## src/rtl/nanorv32_exec_ctrl.sv

```systemverilog
// Multi-cycle execution sequencer for nanorv32: fetch/exec/mem/trap control,
// commit gating, trap cause capture and retired-instruction counting.
module nanorv32_exec_ctrl #(
  parameter int DMEM_TIMEOUT = 16,
  parameter int INSTRET_W    = 32
) (
  input  logic                 clk,
  input  logic                 rst,
  output logic                 imem_req,
  input  logic                 imem_ready,
  output logic                 inst_load,
  output logic                 dec_valid,
  input  logic                 illegal_instruction,
  input  logic                 datamem_read_sel,
  input  logic                 datamem_write_sel,
  output logic                 dmem_req,
  input  logic                 dmem_ready,
  output logic                 pc_update,
  output logic                 rf_we_gate,
  input  logic                 irq_req,
  output logic                 irq_ack,
  output logic                 trap,
  output logic [1:0]           trap_cause,
  output logic [INSTRET_W-1:0] instret
);

  typedef enum logic [2:0] {S_IDLE, S_FETCH, S_EXEC, S_MEM, S_TRAP} state_e;

  localparam int               CNT_W    = (DMEM_TIMEOUT > 1) ? $clog2(DMEM_TIMEOUT) : 1;
  localparam bit               TO_EN    = (DMEM_TIMEOUT > 0);
  localparam logic [CNT_W-1:0] CNT_LAST = TO_EN ? CNT_W'(DMEM_TIMEOUT - 1) : '0;

  localparam logic [1:0] C_ILL = 2'd1;
  localparam logic [1:0] C_BUS = 2'd2;
  localparam logic [1:0] C_IRQ = 2'd3;

  state_e               state_q, state_d;
  logic [CNT_W-1:0]     cnt_q, cnt_d;
  logic [1:0]           cause_q, cause_d;
  logic [INSTRET_W-1:0] instret_q, instret_d;
  logic                 commit;

  always_ff @(posedge clk or posedge rst) begin
    if (rst) begin
      state_q   <= S_IDLE;
      cnt_q     <= '0;
      cause_q   <= '0;
      instret_q <= '0;
    end else begin
      state_q   <= state_d;
      cnt_q     <= cnt_d;
      cause_q   <= cause_d;
      instret_q <= instret_d;
    end
  end

  always_comb begin
    state_d    = state_q;
    cnt_d      = cnt_q;
    cause_d    = cause_q;
    instret_d  = instret_q;
    commit     = 1'b0;
    imem_req   = 1'b0;
    inst_load  = 1'b0;
    dec_valid  = 1'b0;
    dmem_req   = 1'b0;
    pc_update  = 1'b0;
    rf_we_gate = 1'b0;
    irq_ack    = 1'b0;
    trap       = 1'b0;

    case (state_q)
      S_IDLE: state_d = S_FETCH;
      S_FETCH: begin
        imem_req = 1'b1;
        if (imem_ready) begin
          inst_load = 1'b1;
          state_d   = S_EXEC;
        end
      end
      S_EXEC: begin
        dec_valid = 1'b1;
        if (illegal_instruction) begin
          state_d = S_TRAP;
          cause_d = C_ILL;
        end else if (datamem_read_sel || datamem_write_sel) begin
          state_d = S_MEM;
          cnt_d   = '0;
        end else begin
          commit = 1'b1;
        end
      end
      S_MEM: begin
        // Decoder selects stay valid here since instruction_r is not reloaded.
        dmem_req  = 1'b1;
        dec_valid = 1'b1;
        if (dmem_ready) begin
          commit = 1'b1;
        end else if (TO_EN && (cnt_q == CNT_LAST)) begin
          state_d = S_TRAP;
          cause_d = C_BUS;
        end else begin
          cnt_d = cnt_q + 1'b1;
        end
      end
      S_TRAP: begin
        trap    = 1'b1;
        irq_ack = (cause_q == C_IRQ);
        state_d = S_FETCH;
      end
      default: state_d = S_IDLE;
    endcase

    // Interrupts are only taken at an instruction boundary, after commit.
    if (commit) begin
      pc_update  = 1'b1;
      rf_we_gate = 1'b1;
      instret_d  = instret_q + 1'b1;
      if (irq_req) begin
        state_d = S_TRAP;
        cause_d = C_IRQ;
      end else begin
        state_d = S_FETCH;
      end
    end
  end

  assign trap_cause = cause_q;
  assign instret    = instret_q;

endmodule

```

## config.mk

```make
export PLATFORM = sky130hd
export DESIGN_NAME = nanorv32_exec_ctrl
export DESIGN_NICKNAME = d
export VERILOG_FILES = /design/src/rtl/nanorv32_exec_ctrl.sv
export SDC_FILE = /design/constraint.sdc
export NUM_CORES = 1
export LEC_CHECK = 0
export ABC_CLOCK_PERIOD_IN_PS = 3350
export CAP_MARGIN = 5
export CORE_ASPECT_RATIO = 1.5
export CORE_MARGIN = 3
export CORE_UTILIZATION = 55
export CTS_BUF_LIST = sky130_fd_sc_hd__clkbuf_4
export DETAILED_ROUTE_END_ITERATION = 7
export PLACE_DENSITY = 0.89
export SKIP_LAST_GASP = 1
export SLEW_MARGIN = 25
export SYNTH_ARGS = -nofsm -noshare
export SYNTH_HDL_FRONTEND = slang
export SYNTH_SLANG_ARGS = --single-unit
export TNS_END_PERCENT = 1
```

## constraint.sdc

```tcl
create_clock -name clk -period 3.35 [get_ports clk]
set_input_delay 0.67 -clock clk [delete_from_list [all_inputs] [get_ports clk]]
set_output_delay 0.67 -clock clk [all_outputs]
set_load 0.05 [all_outputs]
```

==> results.toml, run 1 <==
[timing]
setup_viol = 0
rsz0062_at_grt = "false"
relSlewSlack_pct = 59.5
finalCritPeriodShare_pct = 86.6
fin_tns_setup_ns = 0
tightest_slew_ns = 0.607
fin_crit_ns = 2.90
finClkSkew_ns = 0.0131
final-hold-violation-count = 0
max_freq_ghz = 0.345
drv_slew = 0

[detailed_routing]
routedWlPerCell_um = 15.2
ant_nets = 0
drt_iter0_drc = 46
drc_errors = 0
drt_wl_total_mm = 4.52
via_per_inst = 5.79
firstDrtPassIters = 4
vias = 1720

[worst_hold_path]
hold_class = "flip-flop to flip-flop"

[power_and_ir_drop]
p_leak_nw = 1.38
p_comb_share_pct = 37.3
ir_drop_v = 0.000639
power_density_nw_per_um2 = 600
power_switching_uw = 680
p_sw_share_pct = 39.7
p_int_mw = 1.03
pwr-share-clk_pct = 23.9
seqPwrFrac_pct = 38.8

[synth]
synth_flop_cell = "dfrtp_1"
synth_nets = 214
synth-seq-area-share_pct = 45.8
syn_inst = 204
syn_area_um2 = 2240
avgSynthCellArea_um2 = 11.0
ys_types = 44
synth_edf_count = 0
synth-async-reset-ratio_pct = 100
ys_ff_latch = 41
yosys_warnings = 0

[setup_path]
cp.required_ns = 2.68
crit_path_end_kind = "output pin"
critPathLaunchType = "flip-flop"
rrSetupSlack_ns = 1.12
critical_path_arrival_ns = 2.23
crit_fanout = 16
crit_type = "flip-flop to output pin"

[final_layout]
drive_above_1_share_pct = 15.0
diodes = 0
mostFrequentLayoutCells = "47 x clkdlybuf4s50_1, 41 x dfrtp_1, 23 x xor2_1, 15 x nand2_1, 13 x nand3_1"
fin_util_pct = 75.5
fin_area_um2 = 2860
final-instance-count-excl-fill = 297
area_growth_pct = 27.5
fin_nets = 263
final_common_cell = "clkdlybuf4s50_1"

[floorplan]
fp.dieH_um = 84.2
initial_utilization_pct = 59.2
die-area_um2 = 4890
die_w_um = 58.1
ios = 50
row_count = 27
core_area_um2 = 3780

[place]
dpl.hpwl_mm = 3.28
place_congestion = 0.809
place_inst = 289
dpl_cell_area_um2 = 2750
io_buffers = 49

[cts]
cts.clk_slew.worst_paths_ns = 0.12
cts_hold_buf = 0
htree_num_levels = 2
cts_tree = "built"
cts_made_buffers = 5
insertion_delay_ns = 0.36
cts_buffer_depth = 2
cts_resized = 0
clock-sinks = 41
postCtsSetupRepairBufs = 0
cts_root_buf = "clkbuf_4"

[global_route]
gr-total-overflow = 0
grt_max_degree = 42
grt_pass1_vias = 1767
antenna_found_initial = 0
grt_use_total_pct = 20.6
grt_first_pass_wirelength_mm = 8.01

[outcome]
status = "finished clean"

[job]
maxCapViolCount = 0
[worst paths after layout]
| path | from | endpoint | cells past startpoint |
|---|---|---|---|
| hold reg to reg | instret[31]$_DFFE_PP0P_ | instret[31]$_DFFE_PP0P_ | 1 |
| hold / removal | instret[31]$_DFFE_PP0P_ | instret[31]$_DFFE_PP0P_ | 1 |
| setup / recovery | state_q[0]$_DFFE_PP0P_ | irq_ack | 3 |
| min in group asynchronous | rst | instret[22]$_DFFE_PP0P_ | 3 |
| max in group asynchronous | rst | instret[7]$_DFFE_PP0P_ | 3 |
| setup reg to reg | instret[2]$_DFFE_PP0P_ | instret[25]$_DFFE_PP0P_ | 4 |
[power by group through the flow]
stage               logic, mW  registers (mW)  clock network, mW
detailed placement      0.645           0.673                  0
floorplan               0.386           0.727                  0
global route            0.684           0.682              0.438
CTS                     0.647           0.664              0.418
finish                  0.640           0.666              0.409
global placement        0.629           0.669                  0
[area by class of cell]
type                    count  area (um2)
inverters                  12        45.0
repair buffers             50         518
multi-input cells         143        1110
flip-flops and latches     41        1030
clock inverters             3        68.8
fillers                   250         927
well taps                  43        53.8
clock buffers               5        37.5
[through the flow]
stage                     worst slack [ns]  hold slack, ns  power [mW]
after global routing                 0.314           0.503        1.80
after floorplan                      0.351           0.474        1.11
after global placement               0.546           0.460        1.30
after detailed placement             0.492           0.464        1.32
final                                0.448           0.485        1.72
after CTS                            0.443           0.487        1.73
[cell usage after synthesis, types with 4 or more instances]
cell	number	area share, %
o21ai_0	5	1.1
nand2_1	15	2.5
nor2_1	9	1.5
nor3_1	7	1.6
a21oi_1	4	0.89
xor2_1	23	9.0
xnor2_1	8	3.1
dfrtp_1	41	46
nand3_1	13	2.9
and3_1	4	1.1
nor3_2	6	2.7
nor4_2	7	3.9
inv_1	12	2.0
[critical path: stages (launching register included)]
cell and delay (ns):
dfrtp_1 0.57, nor3b_1 0.33, and3_1 0.19, clkdlybuf4s50_1 0.80
[sequential cells by signal (all words and copies together), names as in the netlist]
name        flops
cnt_q           4
instret        32
trap_cause      2
state_q         3
[routing by layer]
| metal | wire (um) | vias up | GRT usage, % |
|---|---|---|---|
| met4 | 74 | 0 | 8.65 |
| met1 | 1750 | 869 | 23.3 |
| met2 | 2540 | 31 | 36.5 |
| li1 | - | 812 | - |
| met3 | 157 | 8 | 4.15 |
| met5 | 0 | - | 0 |
[kinds of logic after synthesis]
logic type / share of synthesized area [%]
simple gates: 27.9
flops: 45.8
xor+xnor: 12.1
compound gates: 6.87
buf+inv: 4.75
mux: 1.40
fa+ha+maj: 1.12
No activity file was read; power rests on OpenSTA's default activity.
==> run 2: changes to the inputs <==
--- a/config.mk
+++ b/config.mk
@@ -9,12 +9,11 @@
 export CAP_MARGIN = 5
 export CORE_ASPECT_RATIO = 1.5
 export CORE_MARGIN = 3
-export CORE_UTILIZATION = 55
+export CORE_UTILIZATION = 35
 export CTS_BUF_LIST = sky130_fd_sc_hd__clkbuf_4
 export DETAILED_ROUTE_END_ITERATION = 7
-export PLACE_DENSITY = 0.89
+export PLACE_DENSITY = 0.62
 export SKIP_LAST_GASP = 1
-export SLEW_MARGIN = 25
 export SYNTH_ARGS = -nofsm -noshare
 export SYNTH_HDL_FRONTEND = slang
 export SYNTH_SLANG_ARGS = --single-unit
==> run 2 against run 1 <==
Against the previous run:
- global-route usage down 6.8 points
- setup slack lost 0.030 ns
- sequential share of layout area fell by 0.44 points
- die area increased by 52%
- via count is 3.1% lower
- critical path depth did not move
- critical path type unchanged
- clock power decreased by 2%
- non-clock buffer count did not move
- utilization shrank 29 points
- sequential power about the same
- first-iteration DRC count increased by 41%
==> results.toml, run 2 (same netlist as run 1, synthesis figures left out) <==
[cts]
insertion_delay_ns = 0.36
cts_resized = 0
clock-sinks = 41
cts_hold_buf = 0
htree_num_levels = 2
cts.clk_slew.worst_paths_ns = 0.12
cts_buffer_depth = 2
cts_made_buffers = 5
cts_root_buf = "clkbuf_4"
cts_tree = "built"
postCtsSetupRepairBufs = 0

[floorplan]
row_count = 35
fp.dieH_um = 104
initial_utilization_pct = 36.3
core_area_um2 = 6170
die_w_um = 71.3
die-area_um2 = 7410
ios = 50

[setup_path]
critical_path_arrival_ns = 2.26
crit_path_end_kind = "output pin"
crit_type = "flip-flop to output pin"
crit_fanout = 16
critPathLaunchType = "flip-flop"
cp.required_ns = 2.68

[power_and_ir_drop]
pwr-share-clk_pct = 23.5
p_total_mw = 1.70
seqPwrFrac_pct = 39.2
p_comb_share_pct = 37.3
power_switching_uw = 670
p_int_mw = 1.03
power_density_nw_per_um2 = 588
ir_drop_v = 0.000455
p_leak_nw = 1.38
p_sw_share_pct = 39.4

[job]
maxCapViolCount = 0

[timing]
tightest_slew_ns = 0.645
final-hold-violation-count = 0
max_freq_ghz = 0.341
fin_tns_setup_ns = 0
relSlewSlack_pct = 57.0
rsz0062_at_grt = "false"
setup_viol = 0
finalCritPeriodShare_pct = 87.5
drv_slew = 0
fin_crit_ns = 2.93
finClkSkew_ns = 0.0145

[final_layout]
final_common_cell = "clkdlybuf4s50_1"
area_growth_pct = 29.1
fin_nets = 263
final-instance-count-excl-fill = 328
diodes = 0
mostFrequentLayoutCells = "47 x clkdlybuf4s50_1, 41 x dfrtp_1, 23 x xor2_1, 15 x nand2_1, 13 x nand3_1"
largest_reg_flops = 32
drive_above_1_share_pct = 15.0

[detailed_routing]
drc_errors = 0
ant_nets = 0
drt_wl_total_mm = 4.72
drt_iter0_drc = 65
vias = 1667
routedWlPerCell_um = 14.4
firstDrtPassIters = 4
via_per_inst = 5.08

[place]
io_buffers = 49
dpl.hpwl_mm = 3.35
place_inst = 320
place_congestion = 0.847

[outcome]
status = "finished clean"

[global_route]
grt_max_degree = 42
grt_pass1_vias = 1736
gr-total-overflow = 0
grt_use_total_pct = 13.7
antenna_found_initial = 0
grt_first_pass_wirelength_mm = 8.36

[worst_hold_path]
hold_class = "flip-flop to flip-flop"
-- run 2: stage by stage --
step	setup WS (ns)	instance area (um2)	hold WS, ns	util [%]
global placement	0.482	2790	0.459	45.2
finish	0.418	2890	0.485	46.8
detailed placement	0.474	2790	0.471	45.2
floorplan	0.351	2240	0.474	-
CTS	0.402	2890	0.494	46.8
global route	0.303	2890	0.508	46.8
-- run 2: critical path: stages (launching register included) --
cell and delay [ns]:
dfrtp_1 0.58, nor3b_1 0.34, and3_1 0.19, clkdlybuf4s50_1 0.80
-- run 2: power groups by stage --
stage	combinational, mW	clock, mW	sequential (mW)
global route	0.679	0.433	0.685
CTS	0.642	0.415	0.665
floorplan	0.386	0	0.727
finish	0.634	0.400	0.666
detailed placement	0.639	0	0.675
global placement	0.636	0	0.675
-- run 2: layer usage --
metal  vias to the layer above  global-route usage [%]  share of wire, %
met4                         0                    4.84               2.0
met2                        31                    23.3                53
met3                         8                    3.00               3.6
li1                        812                       -                 -
met1                       816                    16.8                41
met5                         -                       0                 0
-- run 2: worst paths after layout --
kind / start / end / slack, ns / depth (start not counted)
min in group asynchronous: rst / instret[22]$_DFFE_PP0P_ / 0.74 / 3
worst max register to register: instret[3]$_DFFE_PP0P_ / instret[27]$_DFFE_PP0P_ / 1.17 / 4
worst min register to register: instret[31]$_DFFE_PP0P_ / instret[31]$_DFFE_PP0P_ / 0.49 / 1
max in group asynchronous: rst / instret[6]$_DFFE_PP0P_ / 2.24 / 3
worst max-delay path: state_q[0]$_DFFE_PP0P_ / irq_ack / 0.42 / 3
worst min-delay path: instret[31]$_DFFE_PP0P_ / instret[31]$_DFFE_PP0P_ / 0.49 / 1
-- run 2: cell type report --
cell class | instances | area, um2
fillers | 603 | 3280
multi-input cells | 143 | 1110
flip-flops and latches | 41 | 1030
repair buffers | 50 | 518
well taps | 74 | 92.6
clock inverters | 3 | 65.1
inverters | 12 | 45.0
clock buffers | 5 | 37.5
==> run 3: changes to the inputs <==
--- a/config.mk
+++ b/config.mk
@@ -9,10 +9,10 @@
 export CAP_MARGIN = 5
 export CORE_ASPECT_RATIO = 1.5
 export CORE_MARGIN = 3
-export CORE_UTILIZATION = 35
+export CORE_UTILIZATION = 56
 export CTS_BUF_LIST = sky130_fd_sc_hd__clkbuf_4
 export DETAILED_ROUTE_END_ITERATION = 7
-export PLACE_DENSITY = 0.62
+export PLACE_DENSITY = 0.9
 export SKIP_LAST_GASP = 1
 export SYNTH_ARGS = -nofsm -noshare
 export SYNTH_HDL_FRONTEND = slang
==> run 3 against run 2 <==
Against the previous run:
- hold slack improved by 0.0016 ns
- die area fell by 35%
- clock power fell by 38%
- critical path depth did not move
- fmax rose by 0.30%
- sequential power fell by 0.6%
- sequential share of layout area rose by 1.1 points
- clock skew barely moved
- critical endpoint unchanged
==> results.toml, run 3 (same netlist as run 1, synthesis figures left out) <==
[global_route]
grt_pass1_vias = 1700
grt_max_degree = 42
gr-total-overflow = 0
grt_use_total_pct = 20.1
grt_first_pass_wirelength_mm = 7.77
antenna_found_initial = 0

[worst_hold_path]
hold_class = "flip-flop to flip-flop"
hp-start = "instret[31]$_DFFE_PP0P_"

[detailed_routing]
drt_wl_total_mm = 4.34
via_per_inst = 5.57
drt_iter0_drc = 53
ant_nets = 0
routedWlPerCell_um = 14.6
vias = 1654
drc_errors = 0
firstDrtPassIters = 4

[timing]
finClkSkew_ns = 0.0141
drv_slew = 0
final-hold-violation-count = 0
rsz0062_at_grt = "false"
tightest_slew_ns = 0.614
fin_tns_setup_ns = 0
relSlewSlack_pct = 59.0
max_freq_ghz = 0.342
setup_viol = 0
fin_crit_ns = 2.92
finalCritPeriodShare_pct = 87.3

[final_layout]
drive_above_1_share_pct = 14.6
multi_input_area_um2 = 1110
regArea_um2 = 1030
fin_nets = 263
final_common_cell = "clkdlybuf4s50_1"
final-instance-count-excl-fill = 297
diodes = 0
area_growth_pct = 25.3
mostFrequentLayoutCells = "47 x clkdlybuf4s50_1, 41 x dfrtp_1, 23 x xor2_1, 15 x nand2_1, 13 x nand3_1"
nFillCells = 262
largest_reg_flops = 32

[floorplan]
fp.dieH_um = 83.5
initial_utilization_pct = 59.7
ios = 50
core_area_um2 = 3750
row_count = 27
die_w_um = 57.6
die-area_um2 = 4810

[cts]
insertion_delay_ns = 0.36
cts_root_buf = "clkbuf_4"
cts_resized = 0
cts_made_buffers = 5
postCtsSetupRepairBufs = 0
htree_num_levels = 2
cts_hold_buf = 0
cts_buffer_depth = 2
cts_tree = "built"
cts.clk_slew.worst_paths_ns = 0.12
clock-sinks = 41

[setup_path]
crit_path_end_kind = "output pin"
critPathLaunchType = "flip-flop"
critical-path-slowest-cell = "clkdlybuf4s50_1"
max_stage_delay_ns = 0.80
r2r_start = "instret[2]$_DFFE_PP0P_"
cp-startpoint = "state_q[0]$_DFFE_PP0P_"
cp.required_ns = 2.68
critical_path_arrival_ns = 2.25
rrSetupSlack_ns = 1.15
path_cells = "nor3b_1 > and3_1 > clkdlybuf4s50_1"
crit_fanout = 16
crit_type = "flip-flop to output pin"

[job]
maxCapViolCount = 0

[place]
io_buffers = 49
place_inst = 289
dpl.hpwl_mm = 3.19
place_congestion = 0.832

[power_and_ir_drop]
ir_drop_v = 0.000643
power_density_nw_per_um2 = 551
p_leak_nw = 1.36

[outcome]
status = "finished clean"
==> run 3: cell count changes in the layout (fill, tap and decap cells not counted), sizes merged <==
cell	delta
bufinv	-2
clkinv	+2
==> run 3: metrics by stage <==
stage | worst slack (ns) | power [mW] | area [um2] | hold WS, ns | utilization [%]
after floorplan | 0.351 | 1.11 | 2240 | 0.474 | -
after detailed placement | 0.484 | 1.31 | 2750 | 0.462 | 73.3
final | 0.427 | 1.55 | 2810 | 0.487 | 74.8
after CTS | 0.423 | 1.56 | 2810 | 0.485 | 74.8
after global placement | 0.546 | 1.30 | 2750 | 0.459 | 73.3
after global routing | 0.300 | 1.63 | 2810 | 0.508 | 74.8
==> run 3: worst paths after layout <==
| kind | end | cells after the start |
|---|---|---|
| setup / recovery | irq_ack | 3 |
| hold / removal | instret[31]$_DFFE_PP0P_ | 1 |
| setup reg to reg | instret[31]$_DFFE_PP0P_ | 4 |
| hold reg to reg | instret[31]$_DFFE_PP0P_ | 1 |
| max in group asynchronous | state_q[0]$_DFFE_PP0P_ | 3 |
| min in group asynchronous | instret[9]$_DFFE_PP0P_ | 3 |
==> run 3: routing by layer <==
metal	up-vias	wire (um)	track usage [%]
met1	801	1780	23.9
met2	38	2350	35.1
met4	0	65	6.75
li1	809	-	-
met5	-	0	0
met3	6	153	3.87
==> run 3: report_power, final <==
| group | switching [mW] | internal, mW |
|---|---|---|
| combinational | 0.394 | 0.242 |
| clock | 0.169 | 0.0797 |
| sequential | 0.105 | 0.557 |
| total | 0.668 | 0.879 |
==> run 3: worst max-delay path: cells and delay by family (launching register included) <==
| kind | cells | cell delay, ns |
|---|---|---|
| simple gates | 2 | 0.54 |
| buf+inv | 1 | 0.80 |
| flops | 1 | 0.58 |
==> run 3: final cells by class <==
cell class,instances,area share (%)
multi-input combinational,143,39.5
sequential,41,36.6
timing repair buffer,50,18.5
tap,43,1.92
inverter,12,1.61
clock buffer,5,1.34
clock inverter,3,0.624
